<file path="src/rtl/ram_tdp_be.sv">
// True dual-port RAM with byte-lane writes, 1- or 2-cycle registered reads,
// selectable same-port read-during-write and fixed-priority write collisions.
module ram_tdp_be #(
    parameter int DATA_WIDTH = 32,
    parameter int ADDR_WIDTH = 4,
    parameter int BYTE_WIDTH = 8,
    parameter int RD_LATENCY = 1,
    parameter int RDW_MODE   = 0,
    parameter int COLL_PRI   = 0
) (
    input  logic                               clk,
    input  logic                               rst,
    input  logic                               a_en,
    input  logic                               a_we,
    input  logic [DATA_WIDTH/BYTE_WIDTH-1:0]   a_be,
    input  logic [ADDR_WIDTH-1:0]              a_addr,
    input  logic [DATA_WIDTH-1:0]              a_din,
    output logic [DATA_WIDTH-1:0]              a_dout,
    output logic                               a_dout_vld,
    input  logic                               b_en,
    input  logic                               b_we,
    input  logic [DATA_WIDTH/BYTE_WIDTH-1:0]   b_be,
    input  logic [ADDR_WIDTH-1:0]              b_addr,
    input  logic [DATA_WIDTH-1:0]              b_din,
    output logic [DATA_WIDTH-1:0]              b_dout,
    output logic                               b_dout_vld,
    output logic                               collision,
    output logic                               init_done
);
    localparam int NB    = DATA_WIDTH / BYTE_WIDTH;
    localparam int DEPTH = 2 ** ADDR_WIDTH;

    typedef enum logic {ST_INIT, ST_RUN} state_t;

    state_t                  state_q, state_d;
    logic [ADDR_WIDTH-1:0]   init_cnt_q, init_cnt_d;
    logic                    run;
    logic [DATA_WIDTH-1:0]   mem_q [DEPTH];

    logic                    a_wr, b_wr, same_addr, a_req, b_req;
    logic [NB-1:0]           a_lane, b_lane, overlap, a_eff, b_eff;
    logic [DATA_WIDTH-1:0]   a_old, b_old, a_new, b_new, a_rdata, b_rdata;
    logic [DATA_WIDTH-1:0]   a_s1_q, b_s1_q;
    logic                    a_s1_vld_q, b_s1_vld_q;
    logic                    collision_q;

    always_ff @(posedge clk) begin
        if (rst) begin
            state_q    <= ST_INIT;
            init_cnt_q <= '0;
        end else begin
            state_q    <= state_d;
            init_cnt_q <= init_cnt_d;
        end
    end

    always_comb begin
        state_d    = state_q;
        init_cnt_d = init_cnt_q;
        if (state_q == ST_INIT) begin
            init_cnt_d = init_cnt_q + 1'b1;
            if (init_cnt_q == '1) state_d = ST_RUN;
        end
    end

    always_comb begin
        run       = (state_q == ST_RUN);
        init_done = run;
    end

    // Losing port's overlapping lanes are masked so only the winner writes them.
    always_comb begin
        a_wr      = run & a_en & a_we;
        b_wr      = run & b_en & b_we;
        a_req     = run & a_en;
        b_req     = run & b_en;
        same_addr = (a_addr == b_addr);
        a_lane    = a_be & {NB{a_wr}};
        b_lane    = b_be & {NB{b_wr}};
        overlap   = same_addr ? (a_lane & b_lane) : '0;
        a_eff     = a_lane;
        b_eff     = b_lane;
        if (COLL_PRI == 0) b_eff = b_lane & ~overlap;
        else               a_eff = a_lane & ~overlap;
    end

    always_comb begin
        a_old = mem_q[a_addr];
        b_old = mem_q[b_addr];
        a_new = a_old;
        b_new = b_old;
        for (int unsigned i = 0; i < NB; i++) begin
            if (a_eff[i])
                a_new[i*BYTE_WIDTH +: BYTE_WIDTH] = a_din[i*BYTE_WIDTH +: BYTE_WIDTH];
            else if (same_addr && b_eff[i])
                a_new[i*BYTE_WIDTH +: BYTE_WIDTH] = b_din[i*BYTE_WIDTH +: BYTE_WIDTH];
            if (b_eff[i])
                b_new[i*BYTE_WIDTH +: BYTE_WIDTH] = b_din[i*BYTE_WIDTH +: BYTE_WIDTH];
            else if (same_addr && a_eff[i])
                b_new[i*BYTE_WIDTH +: BYTE_WIDTH] = a_din[i*BYTE_WIDTH +: BYTE_WIDTH];
        end
        a_rdata = (RDW_MODE == 0 && a_we) ? a_new : a_old;
        b_rdata = (RDW_MODE == 0 && b_we) ? b_new : b_old;
    end

    always_ff @(posedge clk) begin
        if (!rst) begin
            if (state_q == ST_INIT) mem_q[init_cnt_q] <= '0;
            for (int unsigned i = 0; i < NB; i++) begin
                if (a_eff[i])
                    mem_q[a_addr][i*BYTE_WIDTH +: BYTE_WIDTH] <= a_din[i*BYTE_WIDTH +: BYTE_WIDTH];
                if (b_eff[i])
                    mem_q[b_addr][i*BYTE_WIDTH +: BYTE_WIDTH] <= b_din[i*BYTE_WIDTH +: BYTE_WIDTH];
            end
        end
    end

    always_ff @(posedge clk) begin
        if (rst) begin
            a_s1_q      <= '0;
            b_s1_q      <= '0;
            a_s1_vld_q  <= 1'b0;
            b_s1_vld_q  <= 1'b0;
            collision_q <= 1'b0;
        end else begin
            a_s1_vld_q  <= a_req;
            b_s1_vld_q  <= b_req;
            collision_q <= |overlap;
            if (a_req) a_s1_q <= a_rdata;
            if (b_req) b_s1_q <= b_rdata;
        end
    end

    assign collision = collision_q;

    if (RD_LATENCY == 2) begin : g_lat2
        logic [DATA_WIDTH-1:0] a_s2_q, b_s2_q;
        logic                  a_s2_vld_q, b_s2_vld_q;

        always_ff @(posedge clk) begin
            if (rst) begin
                a_s2_q     <= '0;
                b_s2_q     <= '0;
                a_s2_vld_q <= 1'b0;
                b_s2_vld_q <= 1'b0;
            end else begin
                a_s2_vld_q <= a_s1_vld_q;
                b_s2_vld_q <= b_s1_vld_q;
                if (a_s1_vld_q) a_s2_q <= a_s1_q;
                if (b_s1_vld_q) b_s2_q <= b_s1_q;
            end
        end

        assign a_dout     = a_s2_q;
        assign a_dout_vld = a_s2_vld_q;
        assign b_dout     = b_s2_q;
        assign b_dout_vld = b_s2_vld_q;
    end else begin : g_lat1
        assign a_dout     = a_s1_q;
        assign a_dout_vld = a_s1_vld_q;
        assign b_dout     = b_s1_q;
        assign b_dout_vld = b_s1_vld_q;
    end
endmodule

</file>
<file path="config.mk">
export PLATFORM = sky130hd
export DESIGN_NAME = ram_tdp_be
export DESIGN_NICKNAME = d
export VERILOG_FILES = /design/src/rtl/ram_tdp_be.sv
export SDC_FILE = /design/constraint.sdc
export NUM_CORES = 1
export LEC_CHECK = 0
export ABC_CLOCK_PERIOD_IN_PS = 3900
export BUFFER_PORTS_ARGS = -buffer_cell sky130_fd_sc_hd__buf_2
export CAP_MARGIN = 20
export CORE_MARGIN = 10
export CORE_UTILIZATION = 45
export DETAILED_ROUTE_END_ITERATION = 10
export PLACE_DENSITY_LB_ADDON = 0.05
export RECOVER_POWER = 100
export SYNTH_ARGS = -nofsm -noshare
export SYNTH_HDL_FRONTEND = slang
export SYNTH_SLANG_ARGS = --single-unit
</file>
<file path="constraint.sdc">
create_clock -name clk -period 3.9 [get_ports clk]
set_input_delay 0.975 -clock clk [delete_from_list [all_inputs] [get_ports clk]]
set_output_delay 0.975 -clock clk [all_outputs]
set_load 0.05 [all_outputs]
</file>
==> reports/summary.txt, run 1 <==
# hold bufs at CTS: 0
failing checks: capacitance limit, slew limit
reg-to-reg slack, setup: 360 ps
Top FF cell, synth: edfxtp_1
commonest cells in the synthesized netlist: nand2_1, o21ai_0, edfxtp_1
clk sink count: 584
Area growth syn-to-layout: 10.95%
drt initial violations: 3,734
Simple-Gate Fraction of Synth Area: 9.696%
Nets: 3,316
wire length per cell: 31.29 um
Worst EP arrival: 4010 ps
ant diodes: 0
GPL Wtd Cong: 0.9180
Setup WS post-layout: 233.9 ps
relative slew slack: -6.008%
Final Slew Violations: 16
Critical Path Sink Type: flip-flop
DRC: 0
Setup WS pre-CTS: -48.77 ps
root buffer cell: clkbuf_16
largest net degree at the start of global routing: 58
CP required: 4240 ps
status: complete, but fails checks
initial antenna violation count: 1
Cell Pwr Density: 382.8 nW/um2
CORE AREA: 76,200 um2
Die Wd: 297.7 um
Worst-Margin Slew: 1584 ps
Peak VDD IR: 0.2851 mV
RSZ-0062 raised after global routing: no
synth warn: 0
crit-path cells: clkbuf_1 -> and2_0 -> nand2_1 -> a211oi_1 -> clkbuf_1 -> o21ai_0
first-pass GRT wire length: 193,200 um
Synth Area in XOR/XNOR: 0.1767%
top sig layer: met4
register area share after synthesis: 48.46%
DRT met1 WL: 54,630 um
number of distinct library cells after synthesis: 71
DRT Wirelength: 135,000 um
clock share of power: 44.6%
Async SR Flop Fraction: 0%
setup tns final: 0 ps
critical path launch point type: primary input
final hold violation count: 0
Vias: 27,906
Seq cells post-synth: 584
worst hold path class: flip-flop to flip-flop
Initial Util: 45.54%
Yosys top cell area share: 44.31%
Post-Synth Adder-Cell Area: 0.03606%
Post-synth EDFFs: 512
Antenna Nets Post-Route: 0
Post-Synthesis Cells: 3,089
# setup viols final: 0
final worst path period need: 3666 ps
CP max FO: 16
gr usage total: 29.54%
vias in the first global route: 26,836
Synth Area in Compound Gates: 18.74%
crit-path max cell delay: 700 ps
Max Clk Rate: 272.8 MHz
switching pwr: 3.699 mW
post-CTS setup repair buffer count: 0
# Max-Cap Violations: 1
Pint: 11.04 mW
clk_lat worst skew: 630 ps
Synth area leader: edfxtp_1
Synth area leaders: edfxtp_1, mux4_2, o21ai_0, nand2_1, dfxtp_1
Sequential Power Share: 46.3%
main combinational cell family by area after synthesis: compound AO/OA/AOI/OAI gates
DPL Wire Length: 95,130 um
leakage power: 12.79 nW
Combinational Power Share: 9.1%
multiplexer share of the synthesized area: 17.96%
DR WL met3: 14,670 um
average cell area after synthesis: 11.23 um2
cts repair resizes: 0
die area: 88,620 um2
I/O Buffers: 153
syn_nets: 3,176
clk slew on worst S/H paths: 60 ps
most numerous cell in the Yosys netlist: nand2_1
H-Tree Depth: 3
die height: 297.7 um
Met2 Routed Length: 61,030 um
CTS tree: done
Clock Skews: 22.76 ps
number of buffers created by CTS: 70
Crit Path Class: primary input to flip-flop
layout cell share with drive strength beyond 1: 17.26%
most used cell, CP: clkbuf_1
DR pass1 iterations: 6
fin crit share: 94.00%
Post-Syn Area: 34,700 um2
Rows: 101
Max clock buf depth: 3
Critical-path top delay cell: clkbuf_1
via/cell ratio: 6.467
Ports: 154
total gr overflow: 0
Net Sw Frac: 25.10%
## power groups by stage
stage | Sequential, mW | Clock, mW | Combinational, mW
after floorplan | 6.93 | 0 | 0.821
after global placement | 6.95 | 0 | 1.33
after detailed placement | 6.95 | 0 | 1.33
after CTS | 6.82 | 6.63 | 1.34
after global routing | 6.83 | 6.88 | 1.39
final | 6.82 | 6.58 | 1.34
## layout make-up
class	count	area, um2
clock buffer	94	1872
clock inverter	34	371.6
fill	6899	37700
inverter	31	116.4
multi-input combinational	2150	15840
sequential	584	16820
tap	1030	1289
timing repair buffer	392	2192
## per-stage QoR
stage | hold WS (ps) | power (mW) | std cells | area, um2 | util, %
finish | 462.6 | 14.74 | 4315 | 38500 | 50.52
global route | 486.1 | 15.09 | 4315 | 38500 | 50.52
CTS | 466.5 | 14.79 | 4312 | 39390 | 51.69
detailed placement | 448.1 | 8.282 | 4184 | 37140 | 48.74
floorplan | 573.6 | 7.750 | 3089 | 34700 | -
global placement | 443.8 | 8.277 | 4184 | 37140 | 48.74
## registers in the layout, indices dropped and copies added (netlist names)
name and flops:
b_dout 32, b_dout_vld 1, mem_q 512, a_dout 32, init_cnt_q 4, collision 1
a_dout_vld 1, init_done 1
## layout by cell type (no fill, tap or decap), types with 50 or more instances in the layout
cell type and count:
nor2_1 92, nand2_1 611, clkbuf_1 206, clkbuf_16 70, mux2i_1 139, dfxtp_1 72
edfxtp_1 512, buf_2 78, buf_4 102, o221ai_1 50, a211oi_1 51, mux4_2 213
o21bai_1 65, o21ai_0 539, a221oi_1 59
## path summary, 6_finish.rpt
kind,to,start,depth (start not counted)
max,mem_q[13][31],b_addr[2],6
min,b_dout[0],b_dout[0],2
max reg2reg,mem_q[15][0],init_done,7
min reg2reg,b_dout[0],b_dout[0],2
## metal layers
layer,global-route usage (%),up-vias
met3,6.526,264
li1,-,12135
met5,0,-
met4,9.142,0
met1,40.98,13793
met2,45.78,1714
## kinds of logic after synthesis
| kind of cell | count (synthesis) |
|---|---|
| AOI/OAI and AO/OA | 971 |
| xor gates and xnor gates | 7 |
| adders and majority gates | 1 |
| buffers and inverters | 355 |
| DFF | 584 |
| muxes | 356 |
| and+or+nand+nor | 815 |
## worst max-delay path, delay by kind of cell
kind,cells,cell delay [ps]
compound gates,2,590
buf+inv,2,1340
simple gates,2,1080
Power figures use the tool's default switching activity.
==> run 2, diff against run 1 <==
Settings changed: REMOVE_ABC_BUFFERS set to 1.
==> reports/summary.txt, run 2 (synthesis results as in run 1) <==
RSZ-0062 raised after global routing: no
Peak VDD IR: 0.3112 mV
clk_lat worst skew: 610 ps
max reg flops: 512
clk sink count: 584
Crit Path Class: flip-flop to flip-flop
wire length per cell: 29.79 um
Cell Pwr Density: 385.8 nW/um2
CP required: 4140 ps
cts repair resizes: 0
root buffer cell: clkbuf_16
sequential cell area: 16,820 um2
die height: 297.7 um
leakage power: 12.75 nW
total chip power: 14.79 mW
Initial Util: 45.54%
Sequential Power Share: 46.1%
CTS tree: done
relative slew slack: 9.203%
initial antenna violation count: 4
most common cell after layout, fill and taps aside: nand2_1
Worst EP arrival: 3900 ps
CORE AREA: 76,200 um2
status: complete, no violations
placed cell area: 37,070 um2
Combinational Power Share: 8.7%
crit-path cells: nand3_1 -> nor3_4 -> buf_4 -> buf_4 -> a41oi_1 -> clkbuf_1 -> o21bai_1 -> clkbuf_1
worst hold path class: flip-flop to flip-flop
Biggest register: mem_q
Multi-input gate area: 15,720 um2
Ports: 154
CP top delay family: buffers and inverters
Rows: 101
first-pass GRT wire length: 186,300 um
number of fillers in the final layout: 6,970
final worst path period need: 3667 ps
drt initial violations: 3,121
GPL Wtd Cong: 0.9537
most frequent cells in the layout: nand2_1, o21ai_0, edfxtp_1, mux4_2, clkbuf_1
Max Clk Rate: 272.7 MHz
switching pwr: 3.572 mW
Final Slew Violations: 0
Die Wd: 297.7 um
clk slew on worst S/H paths: 60 ps
Setup WS post-layout: 232.5 ps
CP max FO: 13
total gr overflow: 0
I/O Buffers: 153
Critical-path top delay cell: dfxtp_1
vias in the first global route: 26,729
via/cell ratio: 6.350
post-CTS setup repair buffer count: 0
DR pass1 iterations: 5
layout cell share with drive strength beyond 1: 16.81%
# setup viols final: 0
crit-path max cell delay: 610 ps
number of buffers created by CTS: 69
Nets: 3,307
Net Sw Frac: 24.16%
gr usage total: 28.18%
# Max-Cap Violations: 0
# hold bufs at CTS: 0
Vias: 27,332
Bufs and invs on worst path: 4
Clock Skews: 23.03 ps
final hold violation count: 0
Max clock buf depth: 3
die area: 88,620 um2
critical path launch point type: flip-flop
DRT Wirelength: 128,200 um
DPL Wire Length: 92,240 um
Area growth syn-to-layout: 10.45%
Final Cell Area: 38,330 um2
fin crit share: 94.04%
Critical Path Sink Type: flip-flop
Pint: 11.21 mW
clock share of power: 45.1%
Antenna Nets Post-Route: 0
Worst-Margin Slew: 1348 ps
DRC: 0
Setup WS pre-CTS: 100.9 ps
H-Tree Depth: 3
largest net degree at the start of global routing: 61
-- run 2: cell types whose count changed in the layout (fill, tap and decap cells not counted), sizes merged --
| cell | delta |
|---|---|
| buf | -2 |
| clkinv | +4 |
| diode | +2 |
| clkinvlp | -1 |
| clkbuf | -13 |
| bufinv | +2 |
| inv | -3 |
-- run 2: final timing paths --
kind / start / endpoint / slack [ps] / cells after the start
setup / recovery: init_done / mem_q[15][21] / 230 / 8
hold / removal: b_dout[15] / b_dout[15] / 470 / 2
setup reg to reg: init_done / mem_q[15][21] / 230 / 8
hold reg to reg: b_dout[15] / b_dout[15] / 470 / 2
-- run 2: layout make-up --
type	instances	area share, %
diodes	2	0.01306
clock buffers	87	4.975
clock inverters	36	0.9696
inverters	31	0.3036
multi-input cells	2150	41.01
flip-flops and latches	584	43.88
well taps	1030	3.363
repair buffers	384	5.491
-- run 2: worst reg2reg max path, cell delays in order, from the launching register on --
cell and delay (ps):
dfxtp_1 610, nand3_1 350, nor3_4 480, buf_4 270
buf_4 250, a41oi_1 350, clkbuf_1 270, o21bai_1 170
clkbuf_1 540
-- run 2: power groups by stage --
stage          Clock [mW]  Combinational, mW  Sequential (mW)
2_1_floorplan           0              0.561             6.93
3_3_place_gp            0               1.29             6.95
3_5_place_dp            0               1.30             6.95
4_1_cts              6.73               1.30             6.82
5_1_grt              7.00               1.35             6.82
6_report             6.67               1.29             6.82
-- run 2: metrics by stage --
| stage | setup TNS (ps) | hold slack [ps] | utilization (%) | instances |
|---|---|---|---|---|
| floorplan | -2270950 | 531.6 | - | 2765 |
| global placement | -1062 | 445.5 | 48.63 | 4176 |
| detailed placement | 0 | 447.8 | 48.64 | 4177 |
| CTS | 0 | 461.0 | 51.63 | 4300 |
| global route | 0 | 496.6 | 50.29 | 4303 |
| finish | 0 | 470.0 | 50.29 | 4304 |
-- run 2: per-layer routing --
layer	vias up	wire [um]	track usage, %	share of wire (%)
li1	12120	-	-	-
met3	210	11670	5.845	9.1
met4	2	3753	8.782	2.9
met1	13720	52940	37.96	41
met2	1280	59840	45.23	47
met5	-	22	0	0.017
